**src/rtl/fetch_pipe_ctrl.sv**
```systemverilog
// Fetch-stage controller: owns the PC and the IF/ID register and applies
// hazard-unit stall/flush requests. It also keeps stall and flush statistics.
module fetch_pipe_ctrl #(
  parameter logic [31:0] RESET_PC    = 32'h0000_0000,
  parameter logic [31:0] NOP_INSTR   = 32'h0000_0013,
  parameter int unsigned STALL_LIMIT = 15
) (
  input  logic        clk,
  input  logic        rst_n,
  input  logic        stall,
  input  logic        flush,
  input  logic [31:0] branch_target,
  input  logic [31:0] imem_rdata,
  output logic [31:0] imem_addr,
  output logic [31:0] if_id_pc,
  output logic [31:0] if_id_instr,
  output logic        if_id_valid,
  output logic        kill_id_ex,
  output logic        stall_timeout,
  output logic [15:0] stall_cnt,
  output logic [15:0] flush_cnt
);

  typedef enum logic [1:0] {
    S_RUN,
    S_STALL,
    S_FLUSH
  } state_e;

  localparam logic [7:0] RUN_LIMIT = 8'(STALL_LIMIT);

  state_e      state_q, state_d;
  logic [31:0] pc_q, pc_d;
  logic [31:0] if_id_pc_q, if_id_pc_d;
  logic [31:0] if_id_instr_q, if_id_instr_d;
  logic        if_id_valid_q, if_id_valid_d;
  logic        timeout_q, timeout_d;
  logic [15:0] stall_cnt_q, stall_cnt_d;
  logic [15:0] flush_cnt_q, flush_cnt_d;
  logic [7:0]  run_q, run_d;

  // Flush has priority over stall; the FSM state only adds the ID/EX kill.
  always_comb begin
    // NOTE: every _d gets a hold default first so no path leaves a latch.
    state_d       = S_RUN;
    pc_d          = pc_q;
    if_id_pc_d    = if_id_pc_q;
    if_id_instr_d = if_id_instr_q;
    if_id_valid_d = if_id_valid_q;
    timeout_d     = timeout_q;
    stall_cnt_d   = stall_cnt_q;
    flush_cnt_d   = flush_cnt_q;
    run_d         = run_q;

    if (flush) begin
      state_d       = S_FLUSH;
      pc_d          = branch_target & 32'hFFFF_FFFC;
      if_id_instr_d = NOP_INSTR;
      if_id_valid_d = 1'b0;
      flush_cnt_d   = (flush_cnt_q == 16'hFFFF) ? flush_cnt_q : flush_cnt_q + 16'd1;
      run_d         = 8'd0;
    end else if (stall) begin
      state_d     = S_STALL;
      stall_cnt_d = (stall_cnt_q == 16'hFFFF) ? stall_cnt_q : stall_cnt_q + 16'd1;
      run_d       = (run_q == 8'hFF) ? run_q : run_q + 8'd1;
      if (run_d == RUN_LIMIT) timeout_d = 1'b1;
    end else begin
      state_d       = S_RUN;
      if_id_instr_d = imem_rdata;
      if_id_pc_d    = pc_q;
      if_id_valid_d = 1'b1;
      pc_d          = pc_q + 32'd4;
      run_d         = 8'd0;
    end
  end

  // NOTE: sequential state uses non-blocking assignments so all registers
  // update together from the same pre-edge values.
  always_ff @(posedge clk or negedge rst_n) begin
    if (!rst_n) begin
      state_q       <= S_RUN;
      pc_q          <= RESET_PC;
      if_id_pc_q    <= 32'd0;
      if_id_instr_q <= NOP_INSTR;
      if_id_valid_q <= 1'b0;
      timeout_q     <= 1'b0;
      stall_cnt_q   <= 16'd0;
      flush_cnt_q   <= 16'd0;
      run_q         <= 8'd0;
    end else begin
      state_q       <= state_d;
      pc_q          <= pc_d;
      if_id_pc_q    <= if_id_pc_d;
      if_id_instr_q <= if_id_instr_d;
      if_id_valid_q <= if_id_valid_d;
      timeout_q     <= timeout_d;
      stall_cnt_q   <= stall_cnt_d;
      flush_cnt_q   <= flush_cnt_d;
      run_q         <= run_d;
    end
  end

  assign imem_addr     = pc_q;
  assign if_id_pc      = if_id_pc_q;
  assign if_id_instr   = if_id_instr_q;
  assign if_id_valid   = if_id_valid_q;
  assign kill_id_ex    = (state_q == S_FLUSH);
  assign stall_timeout = timeout_q;
  assign stall_cnt     = stall_cnt_q;
  assign flush_cnt     = flush_cnt_q;

endmodule

```
**config.mk**
```make
export PLATFORM = sky130hd
export DESIGN_NAME = fetch_pipe_ctrl
export DESIGN_NICKNAME = d
export VERILOG_FILES = /design/src/rtl/fetch_pipe_ctrl.sv
export SDC_FILE = /design/constraint.sdc
export NUM_CORES = 1
export LEC_CHECK = 0
export CORE_UTILIZATION = 42
export CTS_CLUSTER_SIZE = 10
export DETAILED_ROUTE_END_ITERATION = 8
export PLACE_DENSITY = 0.79
export SYNTH_ARGS = -nofsm -noshare
export SYNTH_HDL_FRONTEND = slang
export SYNTH_SLANG_ARGS = --single-unit
export TNS_END_PERCENT = 5
```
**constraint.sdc**
```tcl
create_clock -name clk -period 1.85 [get_ports clk]
set_clock_uncertainty 0.1 [all_clocks]
set_input_delay 0.37 -clock clk [delete_from_list [all_inputs] [get_ports clk]]
set_output_delay 0.37 -clock clk [all_outputs]
set_load 0.02 [all_outputs]
```
; ---- Word level (Yosys, flattened, before mapping)
; Index checks and enable logic that the tools add are counted.
[word_totals]
regBits = 140
latchBits = 0
mem_bits_rw = 0
rom_bits = 0
inputBits = 68
out_inout_bits = 131
word_cells = 38
mem_count = 0
[op_classes]
n_addsub = 4
mul = 0
n_div = 0
n_lt_le_gt_ge = 0
n_eq_ne = 6
shifts = 0
mux = 11
bitwise = 4
n_reduce_logical = 4
[op_table]
columns = operator, count
row1 = 32-bit two-way mux, 4
row2 = 16-bit by 1-bit adder with 16-bit output (second input constant), 2
row3 = 32-bit by 3-bit adder with 32-bit output (second input constant), 1
row4 = 16-bit equality test (second input constant), 2
row5 = 8-bit two-way mux, 3
row6 = 8-bit by 1-bit adder with 8-bit output (second input constant), 1
row7 = 8-bit by 4-bit equality test with 1-bit output (second input constant), 1
row8 = 8-bit equality test (second input constant), 1
row9 = 3-bit AND reduction, 2
row10 = 1-bit NOT, 4
row11 = 2-bit AND reduction, 2
row12 = 1-bit two-way mux, 3
row13 = 2-bit equality test (second input constant), 1
row14 = 2-bit two-way mux, 1
row15 = 2-bit by 1-bit != test with 1-bit output (second input constant), 1

; ---- Depth between registers and ports, before layout
[depth]
word_depth = 4
ltp_mapped = 7
ltp_nobuf = 5

; ---- Worst setup path before layout
; Ideal clock, no wire load.
[synth_timing]
path_kind = flip-flop to flip-flop
start = reg pc_q[2], in the netlist imem_addr[2]
end = reg pc_q[24], in the netlist imem_addr[24]
setup_ps = 82
arrival_ps = 2013
required_time_ps = 1668
slack_ps = -345
stages_incl_launch_ff = 7
path_buffers = 1
period_less_slack_ps = 2195
path_cell_list = dfrtp_1 ha_1 nand2b_1 buf_2 or4_4 or4_1 a31oi_1
[synth_between]
elab_chain_cells = 3
[synth_lines]
columns = element, line
row1 = start: declaration, 33  ; logic [31:0] pc_q, pc_d;
row2 = start signal: assignment, 92  ; pc_q <= pc_d;
row3 = 32-bit by 3-bit adder with 32-bit output, 72  ; pc_d = pc_q + 32'd4;
row4 = 32-bit two-way mux, 62  ; end else if (stall) begin
row5 = 32-bit two-way mux, 55  ; if (flush) begin
; No other way between the ends. The select of a mux whose other input is x is not followed.
; A chain may end at the register's enable or synchronous reset.

; ---- Worst setup path after layout
[layout_timing]
start = reg pc_q[5], in the netlist imem_addr[5]
end = reg pc_q[22], in the netlist imem_addr[22]
; The elaborated chain is that of the path after synthesis.

==> results_dict.tcl <==
set metrics [dict create \
    ys_warn_count 0 \
    final_cell_mix "dlygate4sd2_1 (126), dfrtp_1 (125), nor2_1 (66), buf_4 (66), clkdlybuf4s50_1 (62)" \
    antenna_found_initial 0 \
    start_util_pct 43.2 \
    maxSlewViolCount 0 \
    tightest_slew_ns 0.570 \
    netlist_instances 587 \
    violations "setup timing" \
    outcome "complete, but fails checks" \
    drtPass1Iterations 4 \
    gp_congestion 0.892 \
    final_common_cell "dlygate4sd2_1" \
    syn-cell-area_um2 6310 \
    post-route-min-period_ns 2.06 \
    hold_viol_final 0 \
    dieArea_um2 15500 \
    min_path_cells 2 \
    final_area_um2 9420 \
    synth-edff-count 0 \
    ir_worst_vdd_v 0.000555 \
    comb_power_share_pct 23.5 \
    fin_util_pct 64.6 \
    post_cts_buffers 0 \
    root_buffer "clkbuf_16" \
    fmax_ghz 0.485 \
    p_leak_nw 4.38 \
    coreArea_um2 14600 \
    clockPowerShare_pct 37.4 \
    vias_per_cell 5.36 \
    syn_area_per_cell_um2 10.7 \
    reg2regPathDepth 4 \
    p_switching_w 0.00290 \
    synthDistinctLibCells 48 \
    synth_top_flop_cell "dfrtp_1" \
    cp-start-kind "flop" \
    grt.met3_usage_pct 7.09 \
    wl_mm 17.5 \
    dieWidth_um 125 \
    drive_gt1_share_pct 19.3 \
    boundaryPins 199 \
    grtUsageTotal_pct 23.5 \
    critical_path_class "flop to flop" \
    clkSinkCount 136 \
    min_path_type "input pin to flop" \
    grt_max_degree 47 \
    netSwitchingFraction_pct 30.9 \
    drv_cap 0 \
    ys_ff_latch 136 \
    critPathArrivalTime_ns 2.30 \
    yosys-top-cells-area "dfrtp_1 (53%), mux2_2 (6.1%), mux2i_1 (5.6%), nor2_1 (4.0%), xnor2_1 (3.2%)" \
    grt_remaining_overflow 0 \
    use_met1_pct 27.6 \
    route.detailed.drc 0 \
    fin_crit_sh_pct 111 \
    critical_path_required_ns 2.09 \
    grt_pass1_vias 6024 \
    grt_setup_unrepaired "true" \
    ant_nets 0 \
    area_growth_pct 49.3 \
    io_buffers 192 \
    setup_ws_ns -0.211 \
    clk_pin_slew_ns 0.06 \
    n_fill_cell 1158 \
    clock_latency_ns 0.43 \
    wl_per_cell_um 16.9 \
    cts_buffers 17 \
    cts_buffer_depth 2 \
    nets 915 \
    cts_tree "yes" \
    p_int_w 0.00650 \
    finalSetupViolCount 11 \
    grt-busiest-layer "met2" \
    placed_area_um2 8890 \
    endpoint_kind "flop" \
    diodes 0 \
    yosysSeqAreaShare_pct 54.0 \
    ys_async_sr_fraction_pct 100 \
    maxSlewHeadroom_pct 62.0 \
    crit_fanout 13 \
    drt-initial-drc-count 285 \
    std_cell_rows 44 \
    die_y_um 125 \
    vias 5575 \
    synth_top_cell_area_share_pct 52.8 \
    power_frac_seq_pct 39.1 \
    use_met2_pct 40.0 \
    cellPowerDensity_nw_per_um2 998 \
    grt_pass1_wl_mm 29.3 \
    yosysTopAreaCell "dfrtp_1" \
    cts-htree-levels 4 \
    dp_hpwl_mm 12.4 \
]
[per-layer routing]
metal	vias to the layer above	wire length, µm	share of wire (%)
met2	195	8760	50
li1	2626	-	-
met3	26	1230	7.0
met4	0	278	1.6
met5	-	0	0
met1	2728	7270	41
[through the flow]
stage                     setup WS [ns]  power [W]  TNS (ns)  hold slack (ns)  cells
after floorplan                  -0.225    0.00481     -2.99          -0.0256    590
after global placement           -0.206    0.00609     -1.10            0.169   1007
after detailed placement         -0.262    0.00619     -1.78            0.180   1007
after CTS                        -0.187    0.00948    -0.865            0.190   1040
after global routing             -0.266    0.00981     -1.76            0.205   1040
final                            -0.211    0.00940     -1.00            0.206   1040
[power by group through the flow]
stage	Combinational, W	Sequential, W	Clock (W)
4_1_cts	0.00222	0.00368	0.00358
3_3_place_gp	0.00239	0.00369	0
3_5_place_dp	0.00245	0.00373	0
5_1_grt	0.00237	0.00374	0.00370
6_report	0.00221	0.00368	0.00351
2_1_floorplan	0.000631	0.00418	0
[sequential cells by signal, summed over array words and instances, names as in the netlist]
| register | count |
|---|---|
| if_id_valid | 1 |
| state_q | 2 |
| if_id_instr | 32 |
| flush_cnt | 16 |
| run_q | 8 |
| imem_addr | 30 |
| stall_timeout | 1 |
| if_id_pc | 30 |
| stall_cnt | 16 |
[final timing paths]
| path | from | endpoint | slack [ns] |
|---|---|---|---|
| max | imem_addr[5] | imem_addr[22] | -0.21 |
| min | flush | state_q[1] | 0.21 |
| max reg2reg | imem_addr[5] | imem_addr[22] | -0.21 |
| min reg2reg | stall_timeout | stall_timeout | 0.38 |
| max in group asynchronous | rst_n | flush_cnt[5] | 0.66 |
| min in group asynchronous | rst_n | if_id_pc[8] | 0.30 |
[cells in the mapped netlist, types with 12 or more instances]
library cell	n
nand3_1	20
nor3_1	15
a31oi_1	21
dfrtp_1	133
xor2_1	15
clkbuf_1	13
o21ai_0	26
nand2_1	43
nor2_1	67
mux2i_1	35
mux2_2	34
inv_1	12
nand4_1	21
xnor2_1	23
[area by class of cell]
| class | count | area, µm² | share of cell area, % |
|---|---|---|---|
| flip-flops and latches | 136 | 3420 | 36.3 |
| multi-input cells | 413 | 2790 | 29.7 |
| repair buffers | 262 | 2310 | 24.6 |
| clock buffers | 18 | 439 | 4.66 |
| well taps | 184 | 230 | 2.44 |
| clock inverters | 14 | 175 | 1.86 |
| inverters | 13 | 48.8 | 0.518 |
[cells by family (layout without fill, tap and decap cells)]
logic type	after synthesis	count (layout)	synth area share (%)
fa+ha+maj	4	4	0.793
buf+inv	41	307	2.96
xor+xnor	38	38	5.28
other cells	1	4	0.0594
flops	136	136	54.0
compound gates	78	78	7.72
mux	69	69	11.6
simple gates	220	220	17.6
[repair_timing]
| item | CTS | global route |
|---|---|---|
| hold buffers | 1 | 0 |
| endpoints found under the hold margin | 29 | 0 |
| gates cloned | 0 | 0 |
| endpoints found under the setup margin | 138 | 24 |
| pin swaps | 9 | 6 |
| resized for setup | 132 | 7 |
[critical path: stages, from the launching register on]
cell and delay, ns:
dfrtp_2 0.39, nand4_4 0.12, or4_4 0.67, or4_1 0.51, a31oi_1 0.18
Power figures use the tool's default switching activity.
